## src/rtl/aes_key_schedule_if.sv

```systemverilog
// rtl/aes_key_schedule_if.sv - control and round-key bus between a cipher core and the AES-128 key schedule
// The master drives start/key/direction/next; the slave presents one round key at a time.
interface aes_key_schedule_if;
  logic           i_start;
  logic [0:127]   i_key;
  logic           i_decrypt;
  logic           i_next;
  logic           o_busy;
  logic           o_valid;
  logic           o_last;
  logic [3:0]     o_round;
  logic [0:31]    o_key0;
  logic [0:31]    o_key1;
  logic [0:31]    o_key2;
  logic [0:31]    o_key3;

  modport master (
    output i_start, i_key, i_decrypt, i_next,
    input  o_busy, o_valid, o_last, o_round, o_key0, o_key1, o_key2, o_key3
  );

  modport slave (
    input  i_start, i_key, i_decrypt, i_next,
    output o_busy, o_valid, o_last, o_round, o_key0, o_key1, o_key2, o_key3
  );
endinterface

```

## src/rtl/aes_key_schedule.sv

```systemverilog
// rtl/aes_key_schedule.sv - AES-128 key expansion into an 11-entry round-key store
// Expands one round key per cycle, then serves keys forward or reverse under a valid/next handshake.
module aes_key_schedule #(
  parameter int NR = 10
) (
  input  logic                i_clock,
  input  logic                i_reset,
  aes_key_schedule_if.slave   ks
);

  if (NR != 10) begin : g_bad_nr
    $error("aes_key_schedule: only NR=10 (AES-128) is supported");
  end

  typedef enum logic [1:0] {
    S_IDLE   = 2'd0,
    S_EXPAND = 2'd1,
    S_SERVE  = 2'd2
  } state_t;

  localparam logic [3:0] LAST_ROUND = 4'd10;

  // Forward S-box, byte b at bits [8b : 8b+7].
  localparam logic [0:2047] SBOX = {
    128'h637c777bf26b6fc53001672bfed7ab76,
    128'hca82c97dfa5947f0add4a2af9ca472c0,
    128'hb7fd9326363ff7cc34a5e5f171d83115,
    128'h04c723c31896059a071280e2eb27b275,
    128'h09832c1a1b6e5aa0523bd6b329e32f84,
    128'h53d100ed20fcb15b6acbbe394a4c58cf,
    128'hd0efaafb434d338545f9027f503c9fa8,
    128'h51a3408f929d38f5bcb6da2110fff3d2,
    128'hcd0c13ec5f974417c4a77e3d645d1973,
    128'h60814fdc222a908846eeb814de5e0bdb,
    128'he0323a0a4906245cc2d3ac629195e479,
    128'he7c8376d8dd54ea96c56f4ea657aae08,
    128'hba78252e1ca6b4c6e8dd741f4bbd8b8a,
    128'h703eb5664803f60e613557b986c11d9e,
    128'he1f8981169d98e949b1e87e9ce5528df,
    128'h8ca1890dbfe6426841992d0fb054bb16
  };

  function automatic logic [7:0] sub_byte(input logic [7:0] b);
    return SBOX[{b, 3'b000} +: 8];
  endfunction

  state_t        state_q;
  logic          dir_q;
  logic [3:0]    cnt_q;
  logic [7:0]    rcon_q;
  logic [0:127]  work_q;
  logic [3:0]    round_q;
  logic          busy_q;
  logic          valid_q;
  logic          last_q;
  logic [0:127]  key_q;
  logic [0:127]  store_q [0:10];

  logic [0:31]   w0, w1, w2, w3, rot_w, sub_w, t_w;
  logic [0:31]   n0, n1, n2, n3;
  logic [0:127]  expand_d;
  logic [7:0]    rcon_d;
  logic [3:0]    round_d;
  logic [3:0]    end_round;

  assign w0       = work_q[0:31];
  assign w1       = work_q[32:63];
  assign w2       = work_q[64:95];
  assign w3       = work_q[96:127];
  assign rot_w    = {w3[8:31], w3[0:7]};
  assign sub_w    = {sub_byte(rot_w[0:7]),   sub_byte(rot_w[8:15]),
                     sub_byte(rot_w[16:23]), sub_byte(rot_w[24:31])};
  assign t_w      = sub_w ^ {rcon_q, 24'h000000};
  assign n0       = w0 ^ t_w;
  assign n1       = w1 ^ n0;
  assign n2       = w2 ^ n1;
  assign n3       = w3 ^ n2;
  assign expand_d = {n0, n1, n2, n3};
  assign rcon_d   = {rcon_q[6:0], 1'b0} ^ (rcon_q[7] ? 8'h1b : 8'h00);

  assign round_d   = dir_q ? (round_q - 4'd1) : (round_q + 4'd1);
  assign end_round = dir_q ? 4'd0 : LAST_ROUND;

  always_ff @(posedge i_clock or posedge i_reset) begin
    if (i_reset) begin
      state_q <= S_IDLE;
      dir_q   <= 1'b0;
      cnt_q   <= 4'd0;
      rcon_q  <= 8'h00;
      work_q  <= '0;
      round_q <= 4'd0;
      busy_q  <= 1'b0;
      valid_q <= 1'b0;
      last_q  <= 1'b0;
      key_q   <= '0;
    end else begin
      case (state_q)
        S_IDLE: begin
          if (ks.i_start) begin
            work_q  <= ks.i_key;
            dir_q   <= ks.i_decrypt;
            cnt_q   <= 4'd1;
            rcon_q  <= 8'h01;
            busy_q  <= 1'b1;
            state_q <= S_EXPAND;
          end
        end
        S_EXPAND: begin
          work_q <= expand_d;
          rcon_q <= rcon_d;
          if (cnt_q == LAST_ROUND) begin
            // store[10] lands on this same edge, so a reverse run takes it straight from the datapath
            state_q <= S_SERVE;
            valid_q <= 1'b1;
            last_q  <= 1'b0;
            cnt_q   <= 4'd0;
            round_q <= dir_q ? LAST_ROUND : 4'd0;
            key_q   <= dir_q ? expand_d : store_q[0];
          end else begin
            cnt_q <= cnt_q + 4'd1;
          end
        end
        S_SERVE: begin
          if (ks.i_next) begin
            if (last_q) begin
              state_q <= S_IDLE;
              valid_q <= 1'b0;
              last_q  <= 1'b0;
              busy_q  <= 1'b0;
              round_q <= 4'd0;
              key_q   <= '0;
            end else begin
              round_q <= round_d;
              key_q   <= store_q[round_d];
              last_q  <= (round_d == end_round);
            end
          end
        end
        default: state_q <= S_IDLE;
      endcase
    end
  end

  always_ff @(posedge i_clock) begin
    if (state_q == S_IDLE && ks.i_start) begin
      store_q[0] <= ks.i_key;
    end else if (state_q == S_EXPAND) begin
      store_q[cnt_q] <= expand_d;
    end
  end

  assign ks.o_busy  = busy_q;
  assign ks.o_valid = valid_q;
  assign ks.o_last  = last_q;
  assign ks.o_round = round_q;
  assign ks.o_key0  = key_q[0:31];
  assign ks.o_key1  = key_q[32:63];
  assign ks.o_key2  = key_q[64:95];
  assign ks.o_key3  = key_q[96:127];

endmodule

```

## src/flat_wrapper.sv

```systemverilog
// flat-port wrapper written by rule: the top's interface ports become plain ports
module aes_key_schedule_flat 
#(
  parameter int NR = 10
)
  (i_clock, i_reset, ks_i_start, ks_i_key, ks_i_decrypt, ks_i_next, ks_o_busy, ks_o_valid, ks_o_last, ks_o_round, ks_o_key0, ks_o_key1, ks_o_key2, ks_o_key3);
  aes_key_schedule_if ks_i ();
  input  logic i_clock;
  input  logic i_reset;
  input wire logic [$bits(ks_i.i_start)-1:0] ks_i_start;
  input wire logic [$bits(ks_i.i_key)-1:0] ks_i_key;
  input wire logic [$bits(ks_i.i_decrypt)-1:0] ks_i_decrypt;
  input wire logic [$bits(ks_i.i_next)-1:0] ks_i_next;
  output wire logic [$bits(ks_i.o_busy)-1:0] ks_o_busy;
  output wire logic [$bits(ks_i.o_valid)-1:0] ks_o_valid;
  output wire logic [$bits(ks_i.o_last)-1:0] ks_o_last;
  output wire logic [$bits(ks_i.o_round)-1:0] ks_o_round;
  output wire logic [$bits(ks_i.o_key0)-1:0] ks_o_key0;
  output wire logic [$bits(ks_i.o_key1)-1:0] ks_o_key1;
  output wire logic [$bits(ks_i.o_key2)-1:0] ks_o_key2;
  output wire logic [$bits(ks_i.o_key3)-1:0] ks_o_key3;
  assign ks_i.i_start = ks_i_start;
  assign ks_i.i_key = ks_i_key;
  assign ks_i.i_decrypt = ks_i_decrypt;
  assign ks_i.i_next = ks_i_next;
  assign ks_o_busy = ks_i.o_busy;
  assign ks_o_valid = ks_i.o_valid;
  assign ks_o_last = ks_i.o_last;
  assign ks_o_round = ks_i.o_round;
  assign ks_o_key0 = ks_i.o_key0;
  assign ks_o_key1 = ks_i.o_key1;
  assign ks_o_key2 = ks_i.o_key2;
  assign ks_o_key3 = ks_i.o_key3;
  aes_key_schedule #(.NR(NR)) u_core (.i_clock(i_clock), .i_reset(i_reset), .ks(ks_i));
endmodule
```

## config.mk

```make
export PLATFORM = sky130hd
export DESIGN_NAME = aes_key_schedule_flat
export DESIGN_NICKNAME = d
export VERILOG_FILES = /design/src/rtl/aes_key_schedule_if.sv /design/src/rtl/aes_key_schedule.sv /design/src/flat_wrapper.sv
export SDC_FILE = /design/constraint.sdc
export NUM_CORES = 2
export LEC_CHECK = 0
export CAP_MARGIN = 20
export CORE_AREA = 2 2 457 346
export CTS_BUF_LIST = sky130_fd_sc_hd__clkbuf_16
export DETAILED_ROUTE_END_ITERATION = 7
export DIE_AREA = 0 0 459 348
export PLACE_DENSITY = 0.72
export SLEW_MARGIN = 10
export SYNTH_ARGS = -nofsm -noshare
export SYNTH_HDL_FRONTEND = slang
export SYNTH_SLANG_ARGS = --single-unit
export TNS_END_PERCENT = 30
```

## constraint.sdc

```tcl
create_clock -name i_clock -period 18.9 [get_ports i_clock]
set_clock_uncertainty 0.2 [all_clocks]
set_input_delay 3.78 -clock i_clock [delete_from_list [all_inputs] [get_ports i_clock]]
set_output_delay 3.78 -clock i_clock [all_outputs]
set_load 0.01 [all_outputs]
```

==> run_results.csv <==
group,metric,value,unit
job,max-cap-violations,0,
floorplan,num_rows,126,
clock_tree,clock_tree.root_cell,"clkbuf_16",
timing,min_period_over_period,34.8,%
global_route,antenna_found_initial,19,
clock_tree,cts-htree-levels,4,
global_route,grt_pass1_wl,436000,um
timing,timing_hold_violations_final,0,
clock_tree,hold_buffers,0,
logic_synthesis,synthArstFlopShare,16.5,%
clock_tree,clockBufferDepth,3,
critical_path,cp.required,19.16,ns
timing,tns,0,ns
floorplan,die_area,160000,sq um
layout,syn_to_final_growth,11.7,%
critical_path,crit_path_end_kind,"flip-flop",
clock_tree,clkTransAtPathRegs,0.06,ns
logic_synthesis,syn_area,85000,sq um
run_status,violations,"DRC",
logic_synthesis,synth-edff-count,1408,
worst_hold_path,hold_path_class,"flip-flop to flip-flop",
placed_design,gp_congestion,1.07,
floorplan,die_h,348,um
clock_tree,cts.sinks,1686,
layout,layout-drive-gt1-share,18.6,%
logic_synthesis,syn_nets,6435,
critical_path,cp_max_fo,42,
layout,fin_util,61.0,%
global_route,grt_pass1_vias,58020,
routing,drc,2,
routing,dr_total_vias,61885,
placed_design,portBuffers,267,
critical_path,criticalPathCategory,"flip-flop to flip-flop",
timing,slew_violations,0,
timing,period_minus_slack,6.59,ns
placed_design,hpwlAfterDp,199000,um
layout,fillers,11537,
clock_tree,clock_latency,0.82,ns
logic_synthesis,synth_cell_types,110,
logic_synthesis,synth_warnings,0,
global_route,grt-ovfl-total,0,
logic_synthesis,ys_seq_area_share,57.9,%
layout,nets,6510,
layout,ff_latch_area,49300,sq um
timing,rsz0062_at_grt,"no",
routing,vias_per_cell,7.27,
layout,multiInputGateArea,33300,sq um
floorplan,boundaryPins,268,
logic_synthesis,syn_area_per_cell,13.6,sq um
floorplan,core_area,156000,sq um
routing,drtPass1Iterations,8,
logic_synthesis,synth_ff_type,"edfxtp_1",
clock_tree,cts_tree,"built",
logic_synthesis,yosys_register_bits,1686,
run_status,status,"finished with violations",
floorplan,start_util,54.6,%
routing,final_antenna_net_count,0,
floorplan,die_x,459,um
clock_tree,cts_made_buffers,164,
routing,routed_wirelength,308000,um
routing,drt-wirelength-per-cell,36.2,um
timing,worst_pin_slew,1.30,ns
clock_tree,postCtsSetupBuffers,0,
global_route,grtUsageTotal,38.1,%
logic_synthesis,synthCells,6237,
routing,drt_iter0_drc,10388,
clock_tree,cts_resized,0,
timing,setup_viol_count_final,0,
timing,timing.fmax,0.152,GHz
critical_path,cp.arrival,6.84,ns
global_route,grt_max_degree,140,
timing,slew_headroom,12.5,%
critical_path,crit_path_start_kind,"flip-flop",
-- synth_stat cells (all sizes together), types with 57 or more instances --
library cell / instances / area [sq um]
nand3: 119 / 596
o21ai: 323 / 1620
a211oi: 57 / 438
inv: 67 / 251
xnor2: 116 / 1130
clkbuf: 319 / 1200
ha: 64 / 801
a22oi: 72 / 541
mux2: 170 / 1920
edfxtp: 1408 / 42300
nand2b: 90 / 563
nor2b: 87 / 544
nand2: 446 / 1670
o22ai: 73 / 463
dfrtp: 278 / 6960
mux2i: 75 / 754
o211ai: 89 / 678
nor3: 95 / 480
a21oi: 306 / 1540
a31oi: 83 / 526
nor2: 391 / 1480
buf: 244 / 1230
mux4: 460 / 10400
-- area by class of cell --
type	instances	share of cell area, %
clock buffer	169	4.45
timing repair buffer	472	4.44
sequential	1686	51.9
multi-input combinational	3911	35.0
inverter	77	0.320
clock inverter	137	1.16
tap	2048	2.70
antenna	8	0.0211
-- final timing paths --
kind	from	to	slack, ns	cells past startpoint
setup reg to reg	u_core.work_q[103]$_DFFE_PP0P_	u_core.store_q[8][5]$_DFFE_PP_	12.31	11
min in group asynchronous	i_reset	u_core.key_q[94]$_DFFE_PP0P_	3.27	2
hold reg to reg	u_core.store_q[0][23]$_DFFE_PP_	u_core.key_q[104]$_DFFE_PP0P_	0.30	2
max in group asynchronous	i_reset	u_core.work_q[109]$_DFFE_PP0P_	12.75	4
hold / removal	u_core.store_q[0][23]$_DFFE_PP_	u_core.key_q[104]$_DFFE_PP0P_	0.30	2
setup / recovery	u_core.work_q[103]$_DFFE_PP0P_	u_core.store_q[8][5]$_DFFE_PP_	12.31	11
-- kinds of logic after synthesis --
kind of cell / synth area share [%]
buffers and inverters: 3.19
XOR/XNOR: 2.52
adder cells (fa/ha/maj): 0.965
AND/OR/NAND/NOR: 8.03
AO/OA/AOI/OAI: 12.1
flip-flops: 57.9
multiplexers: 15.3
-- flip-flops by register name (all words and copies together) (netlist names) --
name               count
u_core.cnt_q           4
u_core.dir_q           1
u_core.key_q         128
u_core.ks.o_busy       1
u_core.ks.o_last       1
u_core.ks.o_round      4
u_core.ks.o_valid      1
u_core.rcon_q          8
u_core.state_q         2
u_core.store_q      1408
u_core.work_q        128
-- cells in the final DEF (no fill, tap or decap), drive strengths merged, types with 33 or more instances in the layout --
master | Yosys | layout
edfxtp | 1408 | 1408
mux4 | 460 | 460
nand2 | 446 | 446
nor2 | 391 | 391
o21ai | 323 | 323
a21oi | 306 | 306
dfrtp | 278 | 278
clkdlybuf4s50 | 0 | 267
buf | 244 | 199
clkbuf | 319 | 175
mux2 | 170 | 170
inv | 67 | 122
nand3 | 119 | 119
xnor2 | 116 | 116
nor3 | 95 | 95
nand2b | 90 | 90
o211ai | 89 | 89
nor2b | 87 | 87
a31oi | 83 | 83
mux2i | 75 | 75
o22ai | 73 | 73
clkinv | 10 | 73
a22oi | 72 | 72
ha | 64 | 64
a211oi | 57 | 57
xor2 | 47 | 47
o311ai | 44 | 44
o21a | 43 | 43
and2 | 40 | 40
or3 | 34 | 34
a21o | 33 | 33
a221oi | 33 | 33
-- stage by stage --
step / cell area [sq um] / setup slack (ns) / hold slack, ns / instances
global placement: 89400 / 11.60 / 0.274 / 8161
global route: 95000 / 12.19 / 0.338 / 8503
floorplan: 85000 / 4.38 / 0.254 / 6237
finish: 95000 / 12.31 / 0.301 / 8508
CTS: 94800 / 12.41 / 0.296 / 8469
detailed placement: 89400 / 11.55 / 0.286 / 8163
-- worst max-delay path, stage by stage, from the launching register on --
cell and delay [ns]:
dfrtp_1 0.41, buf_4 0.55, ha_1 0.59, nor2b_1 0.29, or3_1 0.44, a41o_1 0.26, a31oi_1 0.33, nand2_1 0.13
a311oi_1 0.99, and2_0 0.82, xnor3_1 0.37, o21ai_0 0.79
-- metal layers --
layer	track usage [%]	part of all wire (%)	up-vias
met1	54.5	37	31137
met5	0	0.069	-
met4	19.8	6.1	30
met2	52.6	42	5215
met3	11.9	15	829
li1	-	-	24674
Power is not shown: default switching activity piles up to over one toggle a cycle in this logic, so the estimate is an artifact.
